[config.mk]
export PLATFORM = sky130hd
export DESIGN_NAME = cdbus_frame_tx_flat
export DESIGN_NICKNAME = d
export VERILOG_FILES = /design/src/rtl/cdbus_frame_tx_if.sv /design/src/rtl/cdbus_frame_tx.sv /design/src/flat_wrapper.sv
export SDC_FILE = /design/constraint.sdc
export NUM_CORES = 1
export LEC_CHECK = 0
export BUFFER_PORTS_ARGS = -buffer_cell sky130_fd_sc_hd__buf_2
export CAP_MARGIN = 30
export CORE_UTILIZATION = 50
export CTS_CLUSTER_DIAMETER = 120
export DETAILED_ROUTE_END_ITERATION = 16
export PLACE_DENSITY = 0.73
export SYNTH_ARGS = -nofsm -noshare
export SYNTH_HDL_FRONTEND = slang
export SYNTH_SLANG_ARGS = --single-unit
[constraint.sdc]
create_clock -name clk -period 2.8 [get_ports clk]
set_clock_uncertainty 0.05 [all_clocks]
set_input_delay 0.14 -clock clk [delete_from_list [all_inputs] [get_ports clk]]
set_output_delay 0.14 -clock clk [all_outputs]
set_load 0.02 [all_outputs]
[src/rtl/cdbus_frame_tx_if.sv]
// Byte-stream handshake into the CDBUS frame transmitter.
// The producer drives data/last/valid; the transmitter answers with ready.
`timescale 1ns/1ps
interface cdbus_frame_tx_if;
    logic [7:0] in_data;
    logic       in_last;
    logic       in_valid;
    logic       in_ready;

    modport master (output in_data, output in_last, output in_valid, input in_ready);
    modport slave  (input in_data, input in_last, input in_valid, output in_ready);
endinterface

[src/rtl/cdbus_frame_tx.sv]
// CDBUS frame transmitter: serialises a byte stream as 8N1 characters,
// drives the RS-485 enable with programmable pre/post guard times and,
// when CDBUS_TX_CRC_EN is defined, appends the CRC16 (poly 0xA001, init
// 0xFFFF) low byte first. Without the macro the payload must carry its CRC.
`timescale 1ns/1ps
module cdbus_frame_tx #(
    parameter int DIV_W   = 16,
    parameter int GUARD_W = 4
) (
    input  logic               clk,
    input  logic               reset_n,
    input  logic [DIV_W-1:0]   div,
    input  logic [GUARD_W-1:0] pre_len,
    input  logic [GUARD_W-1:0] post_len,
    cdbus_frame_tx_if.slave    in_if,
    output logic               tx,
    output logic               tx_en,
    output logic               busy,
    output logic               underrun
);
    localparam int IDX_W = (GUARD_W > 4) ? GUARD_W : 4;

`ifdef CDBUS_TX_CRC_EN
    typedef enum logic [2:0] {S_IDLE, S_PRE, S_START, S_DATA, S_STOP, S_CRC_LO, S_CRC_HI, S_POST} state_t;

    function automatic logic [15:0] crc16_upd(input logic [15:0] crc_in, input logic [7:0] data);
        logic [15:0] c;
        c = crc_in ^ {8'h00, data};
        for (int i = 0; i < 8; i++) begin
            c = c[0] ? ((c >> 1) ^ 16'hA001) : (c >> 1);
        end
        return c;
    endfunction

    logic [15:0] crc_q, crc_d;
`else
    typedef enum logic [2:0] {S_IDLE, S_PRE, S_START, S_DATA, S_STOP, S_POST} state_t;
`endif

    state_t             state_q, state_d;
    logic [DIV_W-1:0]   cnt_q, cnt_d, div_q, div_d;
    logic [IDX_W-1:0]   idx_q, idx_d;
    logic [GUARD_W-1:0] pre_q, pre_d, post_q, post_d;
    logic [7:0]         shift_q, shift_d, hold_data_q, hold_data_d;
    logic               last_sent_q, last_sent_d, hold_last_q, hold_last_d;
    logic               hold_full_q, hold_full_d, closed_q, closed_d;
    logic               underrun_q, underrun_d;
    logic               accept, tick, abort;

    assign in_if.in_ready = !hold_full_q && !closed_q;
    assign accept         = in_if.in_valid && in_if.in_ready;
    assign tick           = (cnt_q == div_q);
    assign tx_en          = (state_q != S_IDLE);
    assign busy           = (state_q != S_IDLE);
    assign underrun       = underrun_q;

    // Next-state, bit timing, holding register and CRC update.
    always_comb begin
        state_d     = state_q;
        cnt_d       = (state_q == S_IDLE || tick) ? '0 : cnt_q + DIV_W'(1);
        idx_d       = idx_q;
        div_d       = div_q;
        pre_d       = pre_q;
        post_d      = post_q;
        shift_d     = shift_q;
        last_sent_d = last_sent_q;
        hold_data_d = hold_data_q;
        hold_last_d = hold_last_q;
        hold_full_d = hold_full_q;
        closed_d    = closed_q;
        underrun_d  = 1'b0;
        abort       = 1'b0;
`ifdef CDBUS_TX_CRC_EN
        crc_d       = crc_q;
`endif
        case (state_q)
            S_IDLE: begin
                if (accept) begin
                    div_d   = div;
                    pre_d   = pre_len;
                    post_d  = post_len;
                    idx_d   = '0;
                    state_d = (pre_len == '0) ? S_START : S_PRE;
                end
            end
            S_PRE: begin
                if (tick) begin
                    if (idx_q + IDX_W'(1) == IDX_W'(pre_q)) begin
                        idx_d   = '0;
                        state_d = S_START;
                    end else begin
                        idx_d = idx_q + IDX_W'(1);
                    end
                end
            end
            S_START: begin
                if (tick) begin
                    // The byte leaves the holding register as the start bit ends.
                    shift_d     = hold_data_q;
                    last_sent_d = hold_last_q;
                    hold_full_d = 1'b0;
`ifdef CDBUS_TX_CRC_EN
                    crc_d       = crc16_upd(crc_q, hold_data_q);
`endif
                    idx_d       = '0;
                    state_d     = S_DATA;
                end
            end
            S_DATA: begin
                if (tick) begin
                    shift_d = {1'b0, shift_q[7:1]};
                    if (idx_q == IDX_W'(7)) begin
                        idx_d   = '0;
                        state_d = S_STOP;
                    end else begin
                        idx_d = idx_q + IDX_W'(1);
                    end
                end
            end
            S_STOP: begin
                if (tick) begin
                    idx_d = '0;
                    if (last_sent_q) begin
`ifdef CDBUS_TX_CRC_EN
                        shift_d = crc_q[7:0];
                        state_d = S_CRC_LO;
`else
                        state_d = (post_q == '0) ? S_IDLE : S_POST;
`endif
                    end else if (hold_full_q) begin
                        state_d = S_START;
                    end else begin
                        // Producer fell behind: abort the frame without CRC.
                        underrun_d = 1'b1;
                        closed_d   = 1'b1;
                        abort      = 1'b1;
                        state_d    = (post_q == '0) ? S_IDLE : S_POST;
                    end
                end
            end
`ifdef CDBUS_TX_CRC_EN
            S_CRC_LO, S_CRC_HI: begin
                if (tick) begin
                    if (idx_q >= IDX_W'(1) && idx_q <= IDX_W'(8)) begin
                        shift_d = {1'b0, shift_q[7:1]};
                    end
                    if (idx_q == IDX_W'(9)) begin
                        idx_d = '0;
                        if (state_q == S_CRC_LO) begin
                            shift_d = crc_q[15:8];
                            state_d = S_CRC_HI;
                        end else begin
                            state_d = (post_q == '0) ? S_IDLE : S_POST;
                        end
                    end else begin
                        idx_d = idx_q + IDX_W'(1);
                    end
                end
            end
`endif
            S_POST: begin
                if (tick) begin
                    if (idx_q + IDX_W'(1) == IDX_W'(post_q)) begin
                        state_d = S_IDLE;
                    end else begin
                        idx_d = idx_q + IDX_W'(1);
                    end
                end
            end
            default: state_d = S_IDLE;
        endcase

        if (accept) begin
            hold_data_d = in_if.in_data;
            hold_last_d = in_if.in_last;
            hold_full_d = 1'b1;
            if (in_if.in_last) closed_d = 1'b1;
        end
        // A byte arriving in the very cycle of an abort belongs to the dead frame.
        if (abort) hold_full_d = 1'b0;
        if (state_d == S_IDLE && state_q != S_IDLE) begin
            closed_d = 1'b0;
`ifdef CDBUS_TX_CRC_EN
            crc_d    = 16'hFFFF;
`endif
        end
    end

    // Serial line: start bit low, data LSB first, everything else idle high.
    always_comb begin
        tx = 1'b1;
        case (state_q)
            S_START: tx = 1'b0;
            S_DATA:  tx = shift_q[0];
`ifdef CDBUS_TX_CRC_EN
            S_CRC_LO, S_CRC_HI: begin
                if (idx_q == '0)             tx = 1'b0;
                else if (idx_q <= IDX_W'(8)) tx = shift_q[0];
            end
`endif
            default: tx = 1'b1;
        endcase
    end

    // Control state with asynchronous reset.
    always_ff @(posedge clk or negedge reset_n) begin
        if (!reset_n) begin
            state_q     <= S_IDLE;
            cnt_q       <= '0;
            idx_q       <= '0;
            last_sent_q <= 1'b0;
            hold_last_q <= 1'b0;
            hold_full_q <= 1'b0;
            closed_q    <= 1'b0;
            underrun_q  <= 1'b0;
`ifdef CDBUS_TX_CRC_EN
            crc_q       <= 16'hFFFF;
`endif
        end else begin
            state_q     <= state_d;
            cnt_q       <= cnt_d;
            idx_q       <= idx_d;
            last_sent_q <= last_sent_d;
            hold_last_q <= hold_last_d;
            hold_full_q <= hold_full_d;
            closed_q    <= closed_d;
            underrun_q  <= underrun_d;
`ifdef CDBUS_TX_CRC_EN
            crc_q       <= crc_d;
`endif
        end
    end

    // Datapath registers: qualified by control state, so no reset needed.
    always_ff @(posedge clk) begin
        shift_q     <= shift_d;
        hold_data_q <= hold_data_d;
        div_q       <= div_d;
        pre_q       <= pre_d;
        post_q      <= post_d;
    end
endmodule

[src/flat_wrapper.sv]
// flat-port wrapper written by rule: the top's interface ports become plain ports
module cdbus_frame_tx_flat 
#(
    parameter int DIV_W   = 16,
    parameter int GUARD_W = 4
)
  (clk, reset_n, div, pre_len, post_len, tx, tx_en, busy, underrun, in_if_in_data, in_if_in_last, in_if_in_valid, in_if_in_ready);
  cdbus_frame_tx_if in_if_i ();
  input  logic clk;
  input  logic reset_n;
  input  logic [DIV_W-1:0] div;
  input  logic [GUARD_W-1:0] pre_len;
  input  logic [GUARD_W-1:0] post_len;
  output logic tx;
  output logic tx_en;
  output logic busy;
  output logic underrun;
  input wire logic [$bits(in_if_i.in_data)-1:0] in_if_in_data;
  input wire logic [$bits(in_if_i.in_last)-1:0] in_if_in_last;
  input wire logic [$bits(in_if_i.in_valid)-1:0] in_if_in_valid;
  output wire logic [$bits(in_if_i.in_ready)-1:0] in_if_in_ready;
  assign in_if_i.in_data = in_if_in_data;
  assign in_if_i.in_last = in_if_in_last;
  assign in_if_i.in_valid = in_if_in_valid;
  assign in_if_in_ready = in_if_i.in_ready;
  cdbus_frame_tx #(.DIV_W(DIV_W), .GUARD_W(GUARD_W)) u_core (.clk(clk), .reset_n(reset_n), .div(div), .pre_len(pre_len), .post_len(post_len), .in_if(in_if_i), .tx(tx), .tx_en(tx_en), .busy(busy), .underrun(underrun));
endmodule
==> After elaboration in Yosys (flattened, before gate mapping) <==
Index checks and enable logic that the tools add are counted.
{ "totals": {"inputBits": 36, "out_inout_bits": 5, "regBits": 68} }
{ "op_classes": {"add_sub_neg": 2, "muxes": 43, "n_eq_ne": 16, "reduce_logical": 21} }
{ "op_table": {"columns": ["op", "count"], "rows": [
  ["3-bit 2-to-1 mux", 12],
  ["4-bit 2-to-1 mux", 8],
  ["4-bit one-hot mux with 5 select lines", 1],
  ["3-bit one-hot mux with 6 select lines", 1],
  ["16-bit by 1-bit adder with 16-bit output (second input constant)", 1],
  ["16-bit == test", 1],
  ["16-bit 2-to-1 mux", 1],
  ["8-bit 2-to-1 mux", 2],
  ["8-bit one-hot mux with 2 select lines", 1],
  ["1-bit 2-to-1 mux", 15],
  ["2-bit by 1-bit inequality test with 1-bit output (second input constant)", 6],
  ["3-bit nonzero test", 3],
  ["4-bit == test", 2],
  ["4-bit logical NOT", 2],
  ["7-bit AND reduction", 1],
  ["3-bit by 2-bit == test with 1-bit output (second input constant)", 2],
  ["3-bit == test (second input constant)", 2],
  ["3-bit logical NOT", 2],
  ["2-bit AND reduction", 3],
  ["5-bit nonzero test", 1],
  ["4-bit by 1-bit adder with 4-bit output (second input constant)", 1],
  ["4-bit by 3-bit == test with 1-bit output (second input constant)", 1],
  ["3-bit by 1-bit == test with 1-bit output (second input constant)", 1],
  ["1-bit logical AND", 3],
  ["8 further kinds", 9]
]} }

==> Depth between registers and ports, before layout <==
{ "depth": {"word_depth": 9, "mapped_depth": 8, "ltp_nobuf": 7} }

==> Least setup slack after synthesis <==
OpenSTA, ideal clock, no wires.
{ "synth_timing": {"path_kind": "reg-to-reg", "from": "register u_core.hold_full_q", "to": "register u_core.idx_q[0]", "path_slack_ps": -329, "path_stages_with_launch": 6, "n_path_buf": 1, "setup_ps": 125, "arrival_ps": 2954, "period_less_slack_ps": 3129, "cell_sequence": "dfrtp_1 nor3b_1 and2_1 clkbuf_1 nor2_1 mux2_2"} }
{ "synth_via": {"elab_chain_cells": 5} }
{ "synth_lines": {"columns": ["item", "line", "source"], "rows": [
  ["from (decl)", "cdbus_frame_tx.sv:46", "logic hold_full_q, hold_full_d, closed_q, closed_d;"],
  ["from (signal assigned)", "cdbus_frame_tx.sv:225", "hold_full_q <= hold_full_d;"],
  ["1-bit logical NOT", "cdbus_frame_tx.sv:50", "assign in_if.in_ready = !hold_full_q && !closed_q;"],
  ["1-bit logical AND", "cdbus_frame_tx.sv:50", null],
  ["1-bit logical AND", "cdbus_frame_tx.sv:51", "assign accept = in_if.in_valid && in_if.in_ready;"],
  ["net u_core.accept", "cdbus_frame_tx.sv:48", "logic accept, tick, abort;"],
  ["2-bit by 1-bit inequality test with 1-bit output (no line)", null, null],
  ["7-bit AND reduction (no line)", null, null],
  ["to (signal assigned)", "cdbus_frame_tx.sv:222", "idx_q <= idx_d;"],
  ["to (decl)", "cdbus_frame_tx.sv:42", "logic [IDX_W-1:0] idx_q, idx_d;"]
]} }
The timed path passes the listed nets, and every way through them passes these cells.
A chain may end at the register's enable or synchronous reset.

==> Worst setup path after layout <==
{ "layout_timing": {"from": "register u_core.cnt_q[11]", "to": "register u_core.last_sent_q"} }
{ "layout_via": {"elab_chain_cells": 2} }
{ "layout_lines": {"columns": ["item", "line", "source"], "rows": [
  ["from (decl)", "cdbus_frame_tx.sv:41", "logic [DIV_W-1:0] cnt_q, cnt_d, div_q, div_d;"],
  ["from (signal assigned)", "cdbus_frame_tx.sv:221", "cnt_q <= cnt_d;"],
  ["16-bit == test", "cdbus_frame_tx.sv:52", "assign tick = (cnt_q == div_q);"],
  ["2-bit AND reduction (no line)", null, null],
  ["to (signal assigned)", "cdbus_frame_tx.sv:223", "last_sent_q <= last_sent_d;"],
  ["to (decl)", "cdbus_frame_tx.sv:45", "logic last_sent_q, last_sent_d, hold_last_q, hold_last_d;"]
]} }
Every way passes these cells.

==> impl_metrics.tcl <==
set metrics [dict create \
    wl_per_cell_um 14.85 \
    tightest_slew_ns 0.6636 \
    synth.distinct_cells 44 \
    syn_area_um2 3127 \
    p_per_area_nw_per_um2 467.7 \
    syn2layout_area_growth_pct 25.89 \
    fin_crit_sh_pct 86.73 \
    cts-resized-gates 0 \
    syn_nets 291 \
    cp_max_fo 11 \
    fp.dieH_um 81.08 \
    grt_start_max_net_pins 29 \
    final_nets 373 \
    path_clk_slew_ns 0.07 \
    gp_congestion 0.8689 \
    cp.arrival_ns 2.61 \
    drive_gt1_share_pct 22.06 \
    route.vias.total 2172 \
    antenna_found_initial 0 \
    utilization_pct 65.71 \
    drt-vias-per-instance 5.234 \
    syn_inst 253 \
    drtIter0Drc 159 \
    period_minus_slack_ns 2.428 \
    total_power_mw 1.841 \
    rows 28 \
    end_kind "register" \
    cts-htree-levels 3 \
    maxCapViolations 0 \
    p_sw_uw 363.9 \
    post_cts_buffers 0 \
    drt-total-wl_mm 6.161 \
    pwr-share-comb_pct 3.8 \
    ys_ff_latch 68 \
    rsz0062_at_grt "no" \
    required_ns 2.98 \
    setup-violations-final 0 \
    ys_seq_area_share_pct 60.82 \
    clk_path_buf_depth 2 \
    place_area_um2 3433 \
    cts_root_buf "clkbuf_8" \
    dieArea_um2 6574 \
    first_pass_iters 4 \
    r2r_cells 6 \
    pre_cts_slack_ns 0.3661 \
    startpoint_type "register" \
    p_leak_nw 1.529 \
    start_util_pct 52.19 \
    max_freq_mhz 411.8 \
    hold_viol_final 0 \
    holdCritPathClass "in2reg" \
    synth_edf_count 40 \
    setup_slack_ns 0.3716 \
    grt_pass1_wl_mm 10.16 \
    core_um2 5991 \
    seq_power_share_pct 57.7 \
    irDropWorstVdd_mv 0.3660 \
    clock_latency_ns 0.35 \
    numPortBuffers 40 \
    fp.dieW_um 81.08 \
    final_area_um2 3936 \
    slew_violations 0 \
    swShare_pct 19.77 \
    ant_nets 0 \
    avgSynthCellArea_um2 12.36 \
    grt_pass1_vias 2235 \
    cts_tree "done" \
    status "finished, final reports clean" \
    track_usage_pct 21.50 \
    cts.sinks 68 \
    max_slew_margin_pct 55.76 \
    clockPowerShare_pct 38.5 \
    overflow 0 \
    hold_depth 2 \
    setup_tns_ns 0 \
    antenna_cells 0 \
    drc 0 \
    hpwlAfterDp_mm 4.038 \
    critPathKind "reg2reg" \
    fillCellCount 467 \
    numCtsBuffers 9 \
    synth_warnings 0 \
    ys.flop_type "edfxtp_1" \
    io_pins 41 \
    p_int_mw 1.477 \
    async_flop_share_pct 41.18 \
]
==> worst max-delay path, cell delays in order, from the launching register on <==
cell and delay, ns:
dfrtp_1 0.44, xnor2_1 0.20, nand4_1 0.16, nor4_4 0.53, and2_2 0.38, nor2b_1 0.20
mux2_2 0.35
==> cells by family after synthesis <==
group / after synthesis / share of synthesized area, %
multiplexers: 12 / 4.242
AO/OA/AOI/OAI: 36 / 7.523
adder cells (fa/ha/maj): 2 / 0.8002
XOR/XNOR: 37 / 10.80
flip-flops: 68 / 60.82
AND/OR/NAND/NOR: 81 / 13.65
buffers and inverters: 17 / 2.161
==> per-stage QoR <==
stage	instances	hold slack [ns]
floorplan	253	-0.2056
global placement	366	0.1581
CTS	415	0.01859
finish	415	0.03208
detailed placement	366	0.1633
global route	415	0.02109
==> registers in the layout (all words and copies together), names as in the netlist <==
name / flops
u_core.cnt_q: 16
u_core.shift_q: 8
u_core.hold_data_q: 8
u_core.closed_q: 1
u_core.pre_q: 4
u_core.last_sent_q: 1
u_core.state_q: 3
u_core.hold_full_q: 1
u_core.hold_last_q: 1
u_core.div_q: 16
u_core.idx_q: 4
u_core.post_q: 4
u_core.underrun: 1
==> power by group through the flow <==
| stage | Clock [mW] | Sequential (mW) | Combinational, mW |
|---|---|---|---|
| 3_3_place_gp | 0 | 1.08 | 0.0333 |
| 4_1_cts | 0.716 | 1.06 | 0.0691 |
| 6_report | 0.709 | 1.06 | 0.0700 |
| 3_5_place_dp | 0 | 1.08 | 0.0342 |
| 2_1_floorplan | 0 | 1.08 | 0.00129 |
| 5_1_grt | 0.765 | 1.06 | 0.0770 |
==> routing by layer <==
metal  vias up  routed length, um  global-route usage (%)
met2        57               2813                   32.77
li1       1071                  -                       -
met5         -                  0                       0
met1      1029               2884                   28.37
met3        15                307                   5.169
met4         0                156                   11.61
==> synthesized netlist by cell type, drive strengths merged (3+ instances only) <==
cell type	count	area share, %
edfxtp	40	38
dfrtp	28	22
xnor2	27	7.6
nor2	21	2.5
nand2	13	1.6
nand3	12	1.9
a21oi	10	1.6
inv	10	1.2
mux2	10	3.6
o21ai	9	1.4
xor2	9	2.5
nand4	7	1.4
clkbuf	6	0.72
nor3	6	0.96
a21o	4	1.0
and2	4	0.84
or3	4	0.80
o22ai	3	0.60
==> timing repair <==
item                       CTS  global route
hold buffers                33             0
setup endpoints to repair    0             0
hold endpoints to repair    60             0
==> cells in the final DEF, fill, tap and decap left out, drive strengths merged, types with 6 or more instances in the layout <==
| cell type | n |
|---|---|
| dfrtp | 28 |
| nand3 | 12 |
| clkbuf | 14 |
| buf | 45 |
| dlygate4sd3 | 33 |
| nor3 | 6 |
| nand2 | 13 |
| inv | 10 |
| edfxtp | 40 |
| a21oi | 10 |
| xor2 | 9 |
| xnor2 | 27 |
| o21ai | 9 |
| mux2 | 10 |
| nor2 | 21 |
| nand4 | 7 |
==> final timing paths <==
path	startpoint	end	slack, ns
max reg2reg	u_core.cnt_q[11]	u_core.last_sent_q	0.37
max in group asynchronous	reset_n	u_core.cnt_q[6]	1.95
min in group asynchronous	reset_n	u_core.idx_q[1]	0.30
min	in_if_in_last	u_core.hold_last_q	0.03
min reg2reg	u_core.hold_last_q	u_core.hold_last_q	0.46
max	u_core.cnt_q[11]	u_core.last_sent_q	0.37
==> final cells by class <==
cell class                      count  area, um2  area share, %
Clock buffer                       14      162.7          4.132
Clock inverter                      2      10.01         0.2543
Inverter                           10      37.54         0.9536
Multi-Input combinational cell    168       1162          29.53
Sequential cell                    68       1902          48.32
Tap cell                           75      93.84          2.384
Timing Repair Buffer               78      568.0          14.43
No activity file was read; power rests on OpenSTA's default activity.
